### src/rtl/spi_note_pkg.sv
// Shared constants and state encoding for the SPI note transmitter.
package spi_note_pkg;

  localparam int PKT_BITS  = 24;
  localparam int TUNE_BITS = 16;
  localparam int VOL_BITS  = 8;

  typedef enum logic [2:0] {
    IDLE  = 3'd0,
    SETUP = 3'd1,
    HIGH  = 3'd2,
    LOW   = 3'd3,
    HOLD  = 3'd4,
    GAP   = 3'd5
  } tx_state_t;

  function automatic int max_int(input int a, input int b);
    return (a > b) ? a : b;
  endfunction

endpackage

### src/rtl/spi_bit_timer.sv
// Loadable down-counter: after a load of N, o_expire is high during the last of the
// N following cycles, so the caller can reload on that same edge without a dead cycle.
module spi_bit_timer #(
  parameter int W = 4
) (
  input  logic         i_clk,
  input  logic         i_rst,
  input  logic         i_load,
  input  logic [W-1:0] i_load_val,
  output logic         o_expire
);
  localparam logic [W-1:0] ONE = W'(1);

  logic [W-1:0] r_cnt;

  // count down from the loaded value and park at zero
  always_ff @(posedge i_clk or posedge i_rst) begin
    if (i_rst) begin
      r_cnt <= '0;
    end else if (i_load) begin
      r_cnt <= i_load_val;
    end else if (r_cnt != '0) begin
      r_cnt <= r_cnt - ONE;
    end else begin
      r_cnt <= r_cnt;
    end
  end

  assign o_expire = (r_cnt == ONE);

endmodule

### src/rtl/spi_note_tx.sv
// SPI initiator: shifts {tuneWord, volume} out MSB-first as one 24-bit frame under an
// active-high chipSelect, then holds chipSelect low for a gap before taking the next note.
module spi_note_tx
  import spi_note_pkg::*;
#(
  parameter int CLK_DIV = 4,
  parameter int CS_GAP  = 8
) (
  input  logic                 clk,
  input  logic                 reset,
  input  logic                 noteValid,
  input  logic [TUNE_BITS-1:0] tuneWord,
  input  logic [VOL_BITS-1:0]  volume,
  output logic                 noteReady,
  output logic                 busy,
  output logic                 chipSelect,
  output logic                 sck,
  output logic                 sdo
);
  localparam int               CNT_W      = $clog2(max_int(CLK_DIV, CS_GAP) + 1);
  localparam logic [CNT_W-1:0] HALF_LOAD  = CNT_W'(CLK_DIV);
  localparam logic [CNT_W-1:0] GAP_LOAD   = CNT_W'(CS_GAP);
  localparam logic [4:0]       FRAME_BITS = 5'(PKT_BITS);

  tx_state_t           r_state, w_next_state;
  logic [PKT_BITS-1:0] r_shift, w_next_shift;
  logic [4:0]          r_bit_cnt, w_next_bit_cnt, w_bit_inc;
  logic                w_load, w_expire;
  logic [CNT_W-1:0]    w_load_val;
  logic                w_next_cs, w_next_sck, w_next_sdo, w_next_ready;
  logic                r_cs, r_sck, r_sdo, r_ready, r_busy;

  assign w_bit_inc = r_bit_cnt + 5'd1;

  spi_bit_timer #(
    .W(CNT_W)
  ) u_timer (
    .i_clk      (clk),
    .i_rst      (reset),
    .i_load     (w_load),
    .i_load_val (w_load_val),
    .o_expire   (w_expire)
  );

  // next-state, shift register, bit counter and timer reload
  always_comb begin
    w_next_state   = r_state;
    w_next_shift   = r_shift;
    w_next_bit_cnt = r_bit_cnt;
    w_load         = 1'b0;
    w_load_val     = HALF_LOAD;
    case (r_state)
      IDLE: begin
        if (noteValid) begin
          w_next_state   = SETUP;
          w_next_shift   = {tuneWord, volume};
          w_next_bit_cnt = 5'd0;
          w_load         = 1'b1;
        end else begin
          w_next_state = IDLE;
        end
      end
      SETUP, LOW: begin
        if (w_expire) begin
          w_next_state = HIGH;
          w_load       = 1'b1;
        end else begin
          w_next_state = r_state;
        end
      end
      HIGH: begin
        if (w_expire) begin
          w_next_bit_cnt = w_bit_inc;
          w_load         = 1'b1;
          // the next bit is presented as sck falls, giving a full half-period of setup
          if (w_bit_inc < FRAME_BITS) begin
            w_next_state = LOW;
            w_next_shift = {r_shift[PKT_BITS-2:0], 1'b0};
          end else begin
            w_next_state = HOLD;
          end
        end else begin
          w_next_state = HIGH;
        end
      end
      HOLD: begin
        if (w_expire) begin
          w_next_state = GAP;
          w_load       = 1'b1;
          w_load_val   = GAP_LOAD;
        end else begin
          w_next_state = HOLD;
        end
      end
      GAP: begin
        if (w_expire) begin
          w_next_state = IDLE;
        end else begin
          w_next_state = GAP;
        end
      end
      default: begin
        w_next_state = IDLE;
      end
    endcase
  end

  // pin values for the upcoming state, so every output leaves a flop
  always_comb begin
    w_next_cs    = 1'b0;
    w_next_sck   = 1'b0;
    w_next_ready = 1'b0;
    case (w_next_state)
      IDLE:             w_next_ready = 1'b1;
      SETUP, LOW, HOLD: w_next_cs    = 1'b1;
      HIGH: begin
        w_next_cs  = 1'b1;
        w_next_sck = 1'b1;
      end
      GAP:              w_next_cs    = 1'b0;
      default:          w_next_ready = 1'b0;
    endcase
    w_next_sdo = w_next_cs & w_next_shift[PKT_BITS-1];
  end

  // state, datapath and output registers
  always_ff @(posedge clk or posedge reset) begin
    if (reset) begin
      r_state   <= IDLE;
      r_shift   <= '0;
      r_bit_cnt <= 5'd0;
      r_cs      <= 1'b0;
      r_sck     <= 1'b0;
      r_sdo     <= 1'b0;
      r_ready   <= 1'b1;
      r_busy    <= 1'b0;
    end else begin
      r_state   <= w_next_state;
      r_shift   <= w_next_shift;
      r_bit_cnt <= w_next_bit_cnt;
      r_cs      <= w_next_cs;
      r_sck     <= w_next_sck;
      r_sdo     <= w_next_sdo;
      r_ready   <= w_next_ready;
      r_busy    <= ~w_next_ready;
    end
  end

  assign noteReady  = r_ready;
  assign busy       = r_busy;
  assign chipSelect = r_cs;
  assign sck        = r_sck;
  assign sdo        = r_sdo;

endmodule

### config.mk
export PLATFORM = sky130hd
export DESIGN_NAME = spi_note_tx
export DESIGN_NICKNAME = d
export VERILOG_FILES = /design/src/rtl/spi_note_pkg.sv /design/src/rtl/spi_bit_timer.sv /design/src/rtl/spi_note_tx.sv
export SDC_FILE = /design/constraint.sdc
export NUM_CORES = 1
export LEC_CHECK = 0
export CORE_MARGIN = 1
export CORE_UTILIZATION = 45
export DETAILED_ROUTE_END_ITERATION = 8
export GPL_TIMING_DRIVEN = 0
export PLACE_DENSITY = 0.69
export SYNTH_ARGS = -nofsm -noshare
export SYNTH_HDL_FRONTEND = slang
export SYNTH_HIERARCHICAL = 1
export SYNTH_SLANG_ARGS = --single-unit
### constraint.sdc
create_clock -name clk -period 5.3 [get_ports clk]
set_input_delay 0.795 -clock clk [delete_from_list [all_inputs] [get_ports clk]]
set_output_delay 0.795 -clock clk [all_outputs]
set_load 0.05 [all_outputs]
* Word-level counts from Yosys, hierarchy flattened
Index checks and enable logic that the tools add are counted.
Widths: inputs -> output; s select.
** Word-level totals
- Register bits after elaboration :: 41
- Bits of input ports :: 27
- Output and inout port bits :: 5
- Word-level logic and storage cells :: 62
** Cells by class
- $add $sub $neg :: 2
- Order comparisons :: 1
- Equality and inequality tests :: 13
- Multiplexer cells :: 24
- Bitwise operators :: 2
- Reduce and logical (&&, ||, !) cells :: 10
** Operators by type and width (count)
- $mux 24 :: 3
- $pmux 24 s2 :: 1
- $mux 4 :: 4
- $pmux 3 s5 :: 1
- $eq 3x2->1 const B :: 4
- $mux 3 :: 4
- $mux 5 :: 2
- $pmux 5 s2 :: 1
- $eq 3x3->1 const B :: 3
- $reduce_or 4->1 :: 2
- $mux 1 :: 7
- $eq 3x1->1 const B :: 2
- $logic_not 3->1 :: 2
- $add 5x1->5 const B :: 1
- $lt 5x5->1 const B :: 1
- $eq 4x1->1 const B :: 1
- $ne 2x2->1 const B :: 2
- $reduce_and 4->1 :: 1
- $reduce_bool 2->1 :: 2
- $reduce_bool 4->1 :: 1
- $sub 4x1->4 const B :: 1
- $reduce_and 3->1 :: 1
- $ne 2x1->1 const B :: 1
- $pmux 1 s2 :: 1
- 3 further kinds :: 3

* Longest topological paths before layout
- Depth after elaboration :: 9
- Depth in mapped cells :: 11
- Gate-level depth less buffers :: 10

* Hierarchy
The synthesis kept the hierarchy.
** By module, submodules not included
- spi_note_tx :: times used 1, cells an instance 164, area an instance 1793.0 sq um, seq. area each 927.1 sq um
- spi_bit_timer :: times used 1, cells an instance 26, area an instance 266.5 sq um, seq. area each 100.1 sq um

* Worst setup path before layout
Ideal clock, no wire load.
- Path kind :: register to register
- Start point :: register u_timer.r_cnt[1]
- End point :: register r_shift[11]
- Arrival time :: 1.883 ns
- Path slack :: 3.299 ns
- Cell stages (with the launch flop) :: 11
- Buffers on the path :: 3
- Clock period less this slack :: 2.001 ns
- Cells stage by stage :: dfrtp_1 -> inv_1 -> ha_1 -> nor3b_1 -> clkbuf_1 -> and2_1 -> and3_4 -> buf_6 -> nor2_1 -> buf_2 -> a21o_1
** On the way
- Longest elaborated chain between the ends :: 3
** RTL lines
- start, declared :: RTL line spi_bit_timer.sv:14 : logic [W-1:0] r_cnt;
- start signal, assigned :: RTL line spi_bit_timer.sv:21 : r_cnt <= i_load_val;
- start signal, assigned :: RTL line spi_bit_timer.sv:23 : r_cnt <= r_cnt - ONE;
- start signal, assigned :: RTL line spi_bit_timer.sv:25 : r_cnt <= r_cnt;
- $eq 4x1->1 :: RTL line spi_bit_timer.sv:29 : assign o_expire = (r_cnt == ONE);
- net w_expire :: RTL line spi_note_tx.sv:28 : logic w_load, w_expire;
- $ne 2x1->1 (no line)
- $reduce_and 4->1 (no line)
- end signal, assigned :: RTL line spi_note_tx.sv:139 : r_shift <= w_next_shift;
- end, declared :: RTL line spi_note_tx.sv:26 : logic [PKT_BITS-1:0] r_shift, w_next_shift;
The timed path passes the listed nets, and every way through them passes these cells.
A chain may end at the register's enable or synchronous reset.

* Final worst setup path
- Start point :: input noteValid
- End point :: register r_shift[6]
** On the way
- Longest elaborated chain between the ends :: 2
** RTL lines
- start, declared :: RTL line spi_note_tx.sv:11 : input logic noteValid,
- $ne 2x2->1 (no line)
- $reduce_and 4->1 (no line)
No other way between the ends.

==> reports/metrics.cfg <==
[setup_path]
cp-end-kind=register
worst_path_max_delay_cell=clkdlybuf4s50_1
path_buf_inv=3
critical_path_arrival_ns=2.80
max_stage_delay_ns=0.52
cp_max_fo=10
cpMostUsedCell=clkbuf_1
startpoint_type=input port
worstPathRequired_ns=5.54
cpLargestDelayFamily=buffers and inverters
path_cells=clkdlybuf4s50_1 -> nor4b_1 -> clkbuf_1 -> clkbuf_1 -> a22o_1 -> a21o_1
critPathKind=input port to register

[clocking]
worstSkewPairLatency_ns=0.30
path_clk_slew_ns=0.08
clockBufferDepth=2
clock-sinks=41
postCtsSetupBuffers=0
cts-hold-fix-buffers=0
ctsResizeCount=0
htreeDepth=2
numCtsBuffers=5
cts_tree=done
root_buffer=clkbuf_8

[global_routing]
grt_pass1_wl_um=6820
use_met1_pct=25.7
first_global_vias=1471
grt_busiest_layer=met1
antenna_found_initial=0
use_met2_pct=25.7
grt_max_degree=38
overflow=0
track_usage_pct=17.6
met3_usage_pct=4.36

[place]
io_buffer_count=31
dp_hpwl_um=2670
gp_congestion=0.823

[route]
drt-initial-drc-count=109
first_pass_iters=4
vias=1517
wl_per_cell_um=13.5
avgViaCountPerCell=5.38
wirelength_um=3800
drc=0
ant_nets=0

[power_and_ir_drop]
ir_drop_v=0.000189
finalPower_uw=1260
p_leak_uw=0.00122
p_per_area_mw_per_mm2=495

[die]
dieArea_mm2=0.00485
core_mm2=0.00438
die_h_um=69.7
rows=24
fp.dieW_um=69.7
ioPinCount=32
start_util_pct=47.0

[yosys]
synthArstFlopShare_pct=100
synth.largest_area_cell=dfrtp_1
synth-seq-cells=41
synth_area_leaders=dfrtp_1 (49%), a22o_1 (11%), a21o_1 (8.0%)
yosysTopAreaCellShare_pct=48.6
ys_warn_count=6
synth_edf_count=0
synth_ff_type=dfrtp_1
syn-instance-count=190
ys_seq_area_share_pct=49.9
yosys.cell_types.count=42
syn_area_mm2=0.00206
syn_area_per_cell_um2=10.8

[sta]
slew_headroom_pct=48.1
finalCritPeriodShare_pct=48.3
hold_violations=0
worstMarginPinSlew_ns=0.777
finalSetupTns_ns=0
period_needed_ns=2.56
fin_worst_skew_ns=0.00490
fmax_mhz=391
report.final.slew_viol_count=0
rsz0062_at_grt=no
setup_viol_count_final=0

[finish]
layout_common_cells=dfrtp_1 (40), clkdlybuf4s50_1 (31), a22o_1 (25)
final_common_cell=dfrtp_1
final_nets=260
syn_to_final_growth_pct=23.3
num_antenna_cells=0
drive_gt1_share_pct=11.3

[flow_run]
drv_cap=0

[hold_path]
hp-class=register to register

[run_status]
outcome=finished clean

-- flip-flops by register name (all words and copies together), names as in the netlist --
signal / cells
busy: 1
chipSelect: 1
noteReady: 1
r_bit_cnt: 5
r_shift: 24
r_state: 3
sck: 1
sdo: 1
u_timer/r_cnt: 4
-- path summary, 6_finish.rpt --
kind	from	end	slack, ns	cells after the start
setup / recovery	noteValid	r_shift[6]	2.74	6
hold / removal	r_shift[17]	r_shift[17]	0.48	1
setup reg to reg	u_timer/r_cnt[1]	sdo	2.94	8
hold reg to reg	r_shift[17]	r_shift[17]	0.48	1
max in group asynchronous	reset	r_shift[20]	3.81	2
min in group asynchronous	reset	u_timer/r_cnt[2]	0.73	2
-- per-stage QoR --
stage	hold slack (ns)	setup WS, ns	util [%]	std cells	area [um^2]
4_1_cts	0.483	2.75	57.9	282	2540
6_report	0.480	2.74	57.9	282	2540
2_1_floorplan	0.449	3.30	-	191	2060
3_5_place_dp	0.465	2.43	55.6	274	2440
5_1_grt	0.497	2.53	57.9	282	2540
3_3_place_gp	0.460	2.42	55.6	274	2440
-- routing by layer --
layer / vias to the layer above / part of all wire [%]
li1: 758 / -
met3: 6 / 4.2
met4: 0 / 1.7
met1: 720 / 50
met5: - / 0
met2: 33 / 44
-- kinds of logic (layout without fill, tap and decap cells) --
| family | Yosys count | in the layout | synth area share, % |
|---|---|---|---|
| compound gates | 71 | 71 | 26.1 |
| xor+xnor | 5 | 5 | 2.13 |
| fa+ha+maj | 4 | 4 | 2.43 |
| buf+inv | 20 | 59 | 4.31 |
| flops | 41 | 41 | 49.9 |
| mux | 1 | 1 | 0.486 |
| other cells | 1 | 2 | 0.182 |
| simple gates | 47 | 47 | 14.5 |
-- synth_stat cells, types with 2 or more instances --
library cell,instances
dfrtp_1,40
a22o_1,25
a21o_1,22
nand2_1,14
inv_1,8
nor2_1,8
o21ai_0,7
clkbuf_1,6
a21oi_1,5
buf_2,5
nand2b_1,5
a31oi_1,4
ha_1,4
xnor2_1,4
and2_1,3
nor2b_1,2
nor3_2,2
o31ai_1,2
-- power breakdown --
part | internal, uW | switching (uW)
Sequential | 444 | 100
Combinational | 245 | 242
Clock | 118 | 108
Total | 807 | 451
-- area by class of cell --
cell class / instances / area [um^2]
inverters: 8 / 30.0
well taps: 52 / 65.1
fillers: 408 / 1840
plain buffers: 12 / 58.8
flip-flops and latches: 41 / 1030
clock buffers: 7 / 96.3
clock inverters: 1 / 5.00
multi-input cells: 130 / 947
repair buffers: 31 / 310
Note: power is estimated with default switching activity, not from simulation.
